--- config.mk ---
export PLATFORM = sky130hd
export DESIGN_NAME = motion_profile_seq
export DESIGN_NICKNAME = d
export VERILOG_FILES = /design/src/rtl/motion_profile_seq.sv
export SDC_FILE = /design/constraint.sdc
export NUM_CORES = 1
export LEC_CHECK = 0
export ABC_CLOCK_PERIOD_IN_PS = 5900
export CAP_MARGIN = 30
export CORE_MARGIN = 4
export CORE_UTILIZATION = 39
export DETAILED_ROUTE_END_ITERATION = 6
export PLACE_DENSITY = 0.58
export SYNTH_ARGS = -nofsm -noshare
export SYNTH_HDL_FRONTEND = slang
export SYNTH_SLANG_ARGS = --single-unit
export TNS_END_PERCENT = 100
--- constraint.sdc ---
create_clock -name clk -period 5.9 [get_ports clk]
set_clock_uncertainty 0.1 [all_clocks]
set_input_delay 0.59 -clock clk [delete_from_list [all_inputs] [get_ports clk]]
set_output_delay 0.59 -clock clk [all_outputs]
set_load 0.03 [all_outputs]
--- src/rtl/motion_profile_seq.sv ---
// motion_profile_seq: queued x/v/a/j segment integrator with step/dir pulse generation.
module motion_profile_seq #(
  parameter int XW       = 64,
  parameter int VW       = 32,
  parameter int AW       = 32,
  parameter int JW       = 32,
  parameter int DW       = 32,
  parameter int DEPTH    = 4,
  parameter int STEP_LEN = 4,
  parameter int SBW      = 6
) (
  input  logic                     clk,
  input  logic                     reset,
  input  logic                     acc_step,
  input  logic                     seg_valid,
  output logic                     seg_ready,
  input  logic                     seg_set_v,
  input  logic                     seg_set_a,
  input  logic                     seg_set_j,
  input  logic [VW-1:0]            seg_v,
  input  logic [AW-1:0]            seg_a,
  input  logic [JW-1:0]            seg_j,
  input  logic [DW-1:0]            seg_dur,
  input  logic                     set_x,
  input  logic [XW-1:0]            x_val,
  input  logic [SBW-1:0]           step_bit,
  input  logic                     abort,
  output logic [XW-1:0]            x,
  output logic [VW-1:0]            v,
  output logic [AW-1:0]            a,
  output logic [JW-1:0]            j,
  output logic                     step,
  output logic                     dir,
  output logic                     busy,
  output logic [$clog2(DEPTH):0]   seg_count,
  output logic                     underrun,
  output logic                     step_err
);
  localparam logic IDLE = 1'b0;
  localparam logic RUN  = 1'b1;
  localparam int PW = $clog2(DEPTH);
  localparam int CW = PW + 1;
  localparam int EW = 3 + VW + AW + JW + DW;
  localparam int SW = $clog2(STEP_LEN + 1);
  logic [EW-1:0] mem_q [DEPTH];
  logic [PW-1:0] wr_q, wr_d, rd_q, rd_d;
  logic [CW-1:0] cnt_q, cnt_d;
  logic          state_q, state_d;
  logic [DW-1:0] rem_q, rem_d;
  logic [XW-1:0] x_q, x_d, x_int;
  logic [VW-1:0] v_q, v_d, v_int;
  logic [AW-1:0] a_q, a_d, a_int;
  logic [JW-1:0] j_q, j_d;
  logic [SW-1:0] pc_q, pc_d;
  logic          dir_q, dir_d, underrun_q, underrun_d, step_err_q, step_err_d;
  logic          h_sv, h_sa, h_sj;
  logic [VW-1:0] h_v;
  logic [AW-1:0] h_a;
  logic [JW-1:0] h_j;
  logic [DW-1:0] h_dur;
  logic          push, pop, seg_end, ev;
  assign {h_sv, h_sa, h_sj, h_v, h_a, h_j, h_dur} = mem_q[rd_q];
  assign seg_ready = cnt_q < CW'(DEPTH);
  assign push      = seg_valid && seg_ready;
  assign v_int     = acc_step ? v_q + VW'($signed(a_q)) : v_q;
  assign a_int     = acc_step ? a_q + AW'($signed(j_q)) : a_q;
  assign seg_end   = state_q == RUN && acc_step && rem_q == DW'(1);
  assign pop       = !abort && cnt_q != '0 && (state_q == IDLE || seg_end);
  assign x_int     = x_q + XW'($signed(v_q));
  assign ev        = !set_x && (x_q[step_bit] != x_int[step_bit]);
  always_comb begin
    wr_d       = push ? wr_q + PW'(1) : wr_q;
    rd_d       = pop ? rd_q + PW'(1) : rd_q;
    cnt_d      = cnt_q + CW'(push) - CW'(pop);
    state_d    = state_q;
    rem_d      = (state_q == RUN && acc_step) ? rem_q - DW'(1) : rem_q;
    v_d        = v_int;
    a_d        = a_int;
    j_d        = j_q;
    underrun_d = underrun_q;
    if (pop) begin
      v_d     = h_sv ? h_v : v_int;
      a_d     = h_sa ? h_a : a_int;
      j_d     = h_sj ? h_j : j_q;
      rem_d   = h_dur;
      state_d = h_dur == '0 ? IDLE : RUN;
    end else if (seg_end) begin
      a_d        = '0;
      j_d        = '0;
      underrun_d = 1'b1;
      state_d    = IDLE;
    end
    // abort wins over any push, pop or integration in the same cycle
    if (abort) begin
      wr_d       = '0;
      rd_d       = '0;
      cnt_d      = '0;
      state_d    = IDLE;
      rem_d      = '0;
      v_d        = '0;
      a_d        = '0;
      j_d        = '0;
      underrun_d = 1'b0;
    end
  end
  always_comb begin
    x_d        = set_x ? x_val : x_int;
    pc_d       = (ev && pc_q == '0) ? SW'(STEP_LEN) : (pc_q != '0 ? pc_q - SW'(1) : '0);
    dir_d      = (ev && pc_q == '0) ? (!v_q[VW-1] && v_q != '0) : dir_q;
    step_err_d = abort ? 1'b0 : (step_err_q || (ev && pc_q != '0));
  end
  always_ff @(posedge clk)
    if (push && !abort) mem_q[wr_q] <= {seg_set_v, seg_set_a, seg_set_j, seg_v, seg_a, seg_j, seg_dur};
  always_ff @(posedge clk) begin
    if (reset) begin
      wr_q       <= '0;
      rd_q       <= '0;
      cnt_q      <= '0;
      state_q    <= IDLE;
      rem_q      <= '0;
      x_q        <= '0;
      v_q        <= '0;
      a_q        <= '0;
      j_q        <= '0;
      pc_q       <= '0;
      dir_q      <= 1'b0;
      underrun_q <= 1'b0;
      step_err_q <= 1'b0;
    end else begin
      wr_q       <= wr_d;
      rd_q       <= rd_d;
      cnt_q      <= cnt_d;
      state_q    <= state_d;
      rem_q      <= rem_d;
      x_q        <= x_d;
      v_q        <= v_d;
      a_q        <= a_d;
      j_q        <= j_d;
      pc_q       <= pc_d;
      dir_q      <= dir_d;
      underrun_q <= underrun_d;
      step_err_q <= step_err_d;
    end
  end
  assign x         = x_q;
  assign v         = v_q;
  assign a         = a_q;
  assign j         = j_q;
  assign step      = pc_q != '0;
  assign dir       = dir_q;
  assign busy      = state_q == RUN;
  assign seg_count = cnt_q;
  assign underrun  = underrun_q;
  assign step_err  = step_err_q;
endmodule

Yosys cells after proc, flatten, opt, wreduce, memory -nomap -nowiden
Memories as Yosys holds them, arrays and structs flattened. A register that Yosys moved wholly into a read port is not among the register bits.
Index checks and enable logic that the tools add are counted.
{ "word_totals": {"register_bits": 206, "ram_bits": 524, "input_bits": 207, "out_inout_bits": 169, "wordCells": 84, "n_memories": 1} }
{ "mem_list": {"columns": ["name", "words", "word_bits", "read_ports", "rd_ports_with_merged_regs", "write_ports", "line_no", "source"], "rows": [
  ["mem_q", 4, 131, 1, 1, 1, "45", "logic [EW-1:0] mem_q [DEPTH];"]
]} }
{ "op_classes": {"addsub": 9, "order_cmp": 2, "n_eq_ne": 3, "n_mux": 26, "bitwise": 3, "n_reduce_logical": 26} }
{ "op_table": {"columns": ["operator", "n"], "rows": [
  ["2-to-1 mux 32 bit", 12],
  ["adder 32 bit", 2],
  ["adder 64 bit", 1],
  ["2-to-1 mux 64 bit", 1],
  ["equality test 32 x 1 -> 1 bit (second input constant)", 1],
  ["zero test 32 bit", 1],
  ["nonzero test 32 bit", 1],
  ["subtractor 32 x 1 -> 32 bit (second input constant)", 1],
  ["binary-select mux 1 bit (select 6 bit)", 2],
  ["logical AND 1 bit", 10],
  ["< comparator 6 x 7 -> 1 bit (second input constant)", 1],
  ["2-to-1 mux 1 bit", 7],
  ["2-to-1 mux 3 bit", 2],
  ["nonzero test 3 bit", 2],
  ["adder 2 x 1 -> 2 bit (second input constant)", 2],
  ["2-to-1 mux 2 bit", 2],
  ["AND reduction 2 bit", 2],
  ["nonzero test 2 bit", 2],
  ["adder 3 x 1 -> 3 bit", 1],
  ["zero test 1 bit", 3],
  ["zero test 3 bit", 1],
  ["< comparator 3 bit (second input constant)", 1],
  ["inverter 1 bit", 3],
  ["OR reduction 3 bit", 1],
  ["6 further kinds", 7]
]} }

Longest topological paths before layout
{ "logic_depth": {"depth_word": 7, "mapped_depth": 17, "mapped_depth_nobuf": 17} }

Worst setup path before layout
Ideal clock, no wire load.
{ "synth_timing": {"path_type": "input to register", "from": "in seg_valid", "to": "mem mem_q[0][0] in the netlist's numbering, enable pin", "t_arrival_ns": 4.103, "t_required_ns": 5.294, "setup_slack_ns": 1.191, "stages": 4, "cell_sequence": "nor2b_1 > inv_1 > nor2_1 > and2_1"} }
{ "synth_between": {"elab_chain_len": 4} }
{ "synth_rtl": {"columns": ["item", "line_no", "source"], "rows": [
  ["start, declared", "15", "input logic seg_valid,"],
  ["logical AND 1 bit", "64", "assign push = seg_valid && seg_ready;"],
  ["logical AND 1 bit", "113", "if (push && !abort) mem_q[wr_q] <= {seg_set_v, seg_set_a, seg_set_j, seg_v, seg_a, seg_j, seg_dur};"],
  ["2-to-1 mux 1 bit", "113", null],
  ["2-to-1 mux 1 bit (not written as such)", "113", null],
  ["end, declared", "45", null]
]} }
No other way between the ends.

Final worst setup path
{ "layout_timing": {"from": "reg x_q[0], in the netlist x[0]", "to": "reg pc_q[2]"} }
{ "layout_between": {"elab_chain_len": 7, "word_cells_on_any_way": 9} }
{ "layout_rtl": {"columns": ["item", "line_no", "source"], "rows": [
  ["start, declared", "50", "logic [XW-1:0] x_q, x_d, x_int;"],
  ["start signal, assigned", "121", "x_q <= '0;"],
  ["start signal, assigned", "135", "x_q <= x_d;"],
  ["adder 64 bit", "69", "assign x_int = x_q + XW'($signed(v_q));"],
  ["binary-select mux 1 bit (select 6 bit)", "70", "assign ev = !set_x && (x_q[step_bit] != x_int[step_bit]);"],
  ["2-to-1 mux 1 bit (not written as such)", "70", null],
  ["inequality test 1 bit *", "70", null],
  ["logical AND 1 bit *", "70", null],
  ["logical AND 1 bit *", "108", "pc_d = (ev && pc_q == '0) ? SW'(STEP_LEN) : (pc_q != '0 ? pc_q - SW'(1) : '0);"],
  ["2-to-1 mux 3 bit *", "108", null],
  ["end signal, assigned", "139", "pc_q <= pc_d;"],
  ["end, declared", "54", "logic [SW-1:0] pc_q, pc_d;"]
]} }
Mark *: on every way between the ends. The rest lies on a longest branch, timed or not. The select of a mux whose other input is x is not followed.
A chain may end at the register's enable or synchronous reset.

==> flow_summary_export.csv <==
group,metric,value,unit
placed_design,finalWeightedCongestion,0.9304,
cts,clkTransAtPathRegs,60,ps
setup_path,reg2reg_to,"pc_q[2]",
yosys,synth-compound-area-share,11.59,%
worst_hold_path,hold_path_class,"reg -> reg",
floorplan,die-area,96110,sq um
drt,vias,24920,
cts,clock-sinks,732,
setup_path,critPathLaunchType,"register",
timing,worst_slew_pin_slew,1011,ps
global_route,grt_max_degree,86,
cts,postCtsResizedCells,0,
timing,fmax,196.3,MHz
drt,wire_per_inst,25.55,um
setup_path,cpMostUsedCell,"o21ai_0",
yosys,ys.flop_type,"edfxtp_1",
finish,syn2layout_area_growth,21.90,%
yosys,syn-num-nets,3167,
worst_hold_path,min_from,"pc_q[0]",
yosys,muxShareOfSynthArea,12.33,%
yosys,synthSimpleGateAreaFrac,9.373,%
worst_hold_path,hold_end,"pc_q[0]",
pwr,p_sw,2.967,mW
timing,hold_slack,320.0,ps
timing,setup_tns,0,ps
setup_path,crit_arrival,5560,ps
drt,wirelength,113.2,mm
cts,clockRootBuffer,"clkbuf_16",
setup_path,r2r_setup_slack,810,ps
yosys,yosysMostFrequentCell,"edfxtp_1",
global_route,grt_pass1_wl,165.2,mm
floorplan,coreArea,90290,sq um
setup_path,crit_type,"reg -> reg",
drt,drc,0,
timing,min_period_over_period,86.35,%
yosys,synth_area_per_cell,12.61,sq um
setup_path,r2r_cells,17,
drt,ant_nets,0,
yosys,synth_top_cell_by_area,"edfxtp_1",
setup_path,crit_slowest_cell,"mux4_2",
cts,cts_made_buffers,81,
yosys,yosysUniqueCellTypes,83,
global_route,antenna_found_initial,6,
floorplan,top_level_ports,376,
setup_path,cpPeakStageDelay,490,ps
floorplan,fp.dieH,310.0,um
yosys,yosysWarnings,0,
timing,slew-limit-headroom,32.62,%
timing,finalHoldViolCount,0,
yosys,seq_area_frac_synth,55.94,%
placed_design,place_hpwl,83.19,mm
yosys,synth-edff-count,524,
pwr,powerDensity,279.7,nW/um^2
drt,dr.pass1.iters,5,
setup_path,crit_path_cell_trace,"ha_1 -> inv_1 -> fa_1 -> nand2b_1 -> a21oi_1 -> o21ai_0 -> a21bo_2 -> a2111oi_4 -> nor3b_1 -> o21ai_1 -> xor2_1 -> mux4_2 -> o21ai_0 -> o32a_1 -> o31ai_4 -> or4_1 -> a31oi_1",
floorplan,start_util,39.40,%
yosys,synth_area,35570,sq um
yosys,synth-seq-cells,732,
drt,drt-initial-drc-count,1772,
cts,tritoncts,"yes",
yosys,yosys-top-cells-count,"524 x edfxtp_1, 280 x nor2_1, 224 x a21oi_1, 208 x dfxtp_1, 180 x nand2_1",
setup_path,critPathCaptureType,"register",
global_route,grt_usage,23.14,%
cts,cts.path.max_buffers,3,
cts,cts-hold-fix-buffers,0,
cts,post-cts-setup-buffer-count,0,
floorplan,die-width,310.0,um
pwr,ir_drop,219.2,uV
global_route,grt-ovfl-total,0,
finish,drive_gt1_share,11.60,%
pwr,power_frac_comb,11.0,%
setup_path,required,6370,ps
finish,num-fill-cells,7976,
pwr,p_int,9.164,mW
timing,min_period,5095,ps
pwr,seq_power_share,47.4,%
worst_hold_path,min_path_cells,1,
cts,htreeDepth,3,
yosys,synth_top_family_by_area,"multiplexers",
yosys,synthAdderAreaFrac,4.973,%
pwr,p_clk_share,41.6,%
setup_path,crit_path_max_fanout,6,
pwr,leakage,15.56,nW
drt,vias_per_cell,5.624,
cts,clkLatencyLatePin,650,ps
placed_design,io_buffer_count,375,
finish,nets,3529,
timing,rsz0062_at_grt,"false",
timing,slew_viol_final,0,
floorplan,rows,110,
yosys,synthArstFlopShare,0,%
outcome,outcome,"complete, no violations",
yosys,synth_top_area_share,44.23,%
yosys,netlist_instances,2821,
setup_path,r2r-start,"x[0]",
yosys,synth-xor-area-share,3.693,%
timing,setup_viol_count_final,0,
yosys,synth_area_leaders,"edfxtp_1 44%, dfxtp_1 12%, mux4_2 9.9%",
flow_run,cap_violations,0,
pwr,power.share.switching,24.46,%
global_route,grt_pass1_vias,25300,
[how the worst max path moves through the flow]
stage	start	end	slack, ps	cells past startpoint
floorplan	seg_valid	mem_q[0][0]	1190	4
global placement	v[20]	dir	950	15
detailed placement	x[0]	pc_q[2]	920	17
CTS	x[0]	pc_q[2]	890	17
global route	v[2]	dir	570	15
finish	x[0]	pc_q[2]	810	17
[stage by stage]
| stage | cells | setup WS (ps) | total power [mW] | cell area (sq um) | util (%) |
|---|---|---|---|---|---|
| after CTS | 4427 | 893.7 | 12.26 | 43360 | 48.02 |
| after detailed placement | 4276 | 920.4 | 7.198 | 40700 | 45.07 |
| final | 4431 | 805.3 | 12.13 | 43370 | 48.03 |
| after global placement | 4275 | 950.1 | 7.177 | 40670 | 45.04 |
| after global routing | 4427 | 572.7 | 12.59 | 43360 | 48.02 |
| after floorplan | 2821 | 1191 | 6.594 | 35570 | - |
[per-layer routing]
metal / global-route usage, % / up-vias / part of all wire [%]
li1: - / 11550 / -
met1: 29.67 / 12530 / 42
met2: 40.58 / 698 / 50
met3: 4.383 / 132 / 5.8
met4: 5.809 / 4 / 2.3
met5: 0 / - / 0.019
[power by group through the flow]
stage / Clock, mW / Combinational, mW / Sequential (mW)
after floorplan: 0 / 0.682 / 5.91
after global placement: 0 / 1.33 / 5.85
after detailed placement: 0 / 1.34 / 5.86
after CTS: 5.16 / 1.35 / 5.75
after global routing: 5.39 / 1.44 / 5.76
final: 5.04 / 1.34 / 5.75
[placed cells by master (no fill, tap or decap), types with 10 or more instances in the layout]
cell | Yosys | routed
edfxtp_1 | 524 | 524
clkdlybuf4s50_1 | 0 | 371
nor2_1 | 280 | 278
a21oi_1 | 224 | 224
dfxtp_1 | 208 | 206
nand2_1 | 180 | 178
mux4_2 | 156 | 156
ha_1 | 135 | 135
o21ai_0 | 98 | 98
xnor2_1 | 92 | 92
clkbuf_16 | 0 | 82
a21o_1 | 81 | 81
mux2i_1 | 76 | 76
a211oi_1 | 73 | 73
xor2_1 | 58 | 58
nand3_1 | 55 | 55
inv_1 | 50 | 50
buf_4 | 0 | 45
nor3_1 | 36 | 36
nand4_1 | 33 | 33
nor4_1 | 27 | 27
o21bai_1 | 25 | 25
clkbuf_1 | 112 | 24
nand2b_1 | 23 | 23
a31oi_1 | 23 | 23
nor2b_1 | 22 | 22
o21a_1 | 16 | 16
or3_1 | 15 | 15
clkinv_2 | 0 | 14
and3_1 | 10 | 10
mux2_2 | 10 | 10
[registers in the layout, indices dropped and copies added (netlist names), 2 cells and up, named ones only]
register and flops:
a 32, j 32, mem_q 524, v 32
x 64, rem_q 32, pc_q 3, rd_q 2
seg_count 3, wr_q 2
[worst max-delay path, delay by kind of cell, from the launching register on]
kind	cells	cell delay (ps)
AO/OA/AOI/OAI	9	2450
flip-flops	1	350
XOR/XNOR	1	100
AND/OR/NAND/NOR	3	820
multiplexers	1	490
adder cells (fa/ha/maj)	2	610
buffers and inverters	1	70
[cell families (layout without fill, tap and decap cells)]
logic type,after synthesis,in the layout
and+or+nand+nor,726,726
adders and majority gates,139,139
xor gates and xnor gates,150,150
muxes,242,242
buffers and inverters,196,626
AOI/OAI and AO/OA,636,636
other,0,4
DFF,732,732
[area by class of cell]
cell class	count	area, sq um	share of cell area, %
Antenna cell	4	10.01	0.02308
Clock buffer	112	2225	5.130
Sequential cell	732	19910	45.90
Inverter	52	195.2	0.4501
Tap cell	1176	1471	3.393
Multi-Input combinational cell	1893	14950	34.48
Clock inverter	39	435.4	1.004
Timing Repair Buffer	423	4169	9.614
(Power assumes the default switching activity.)
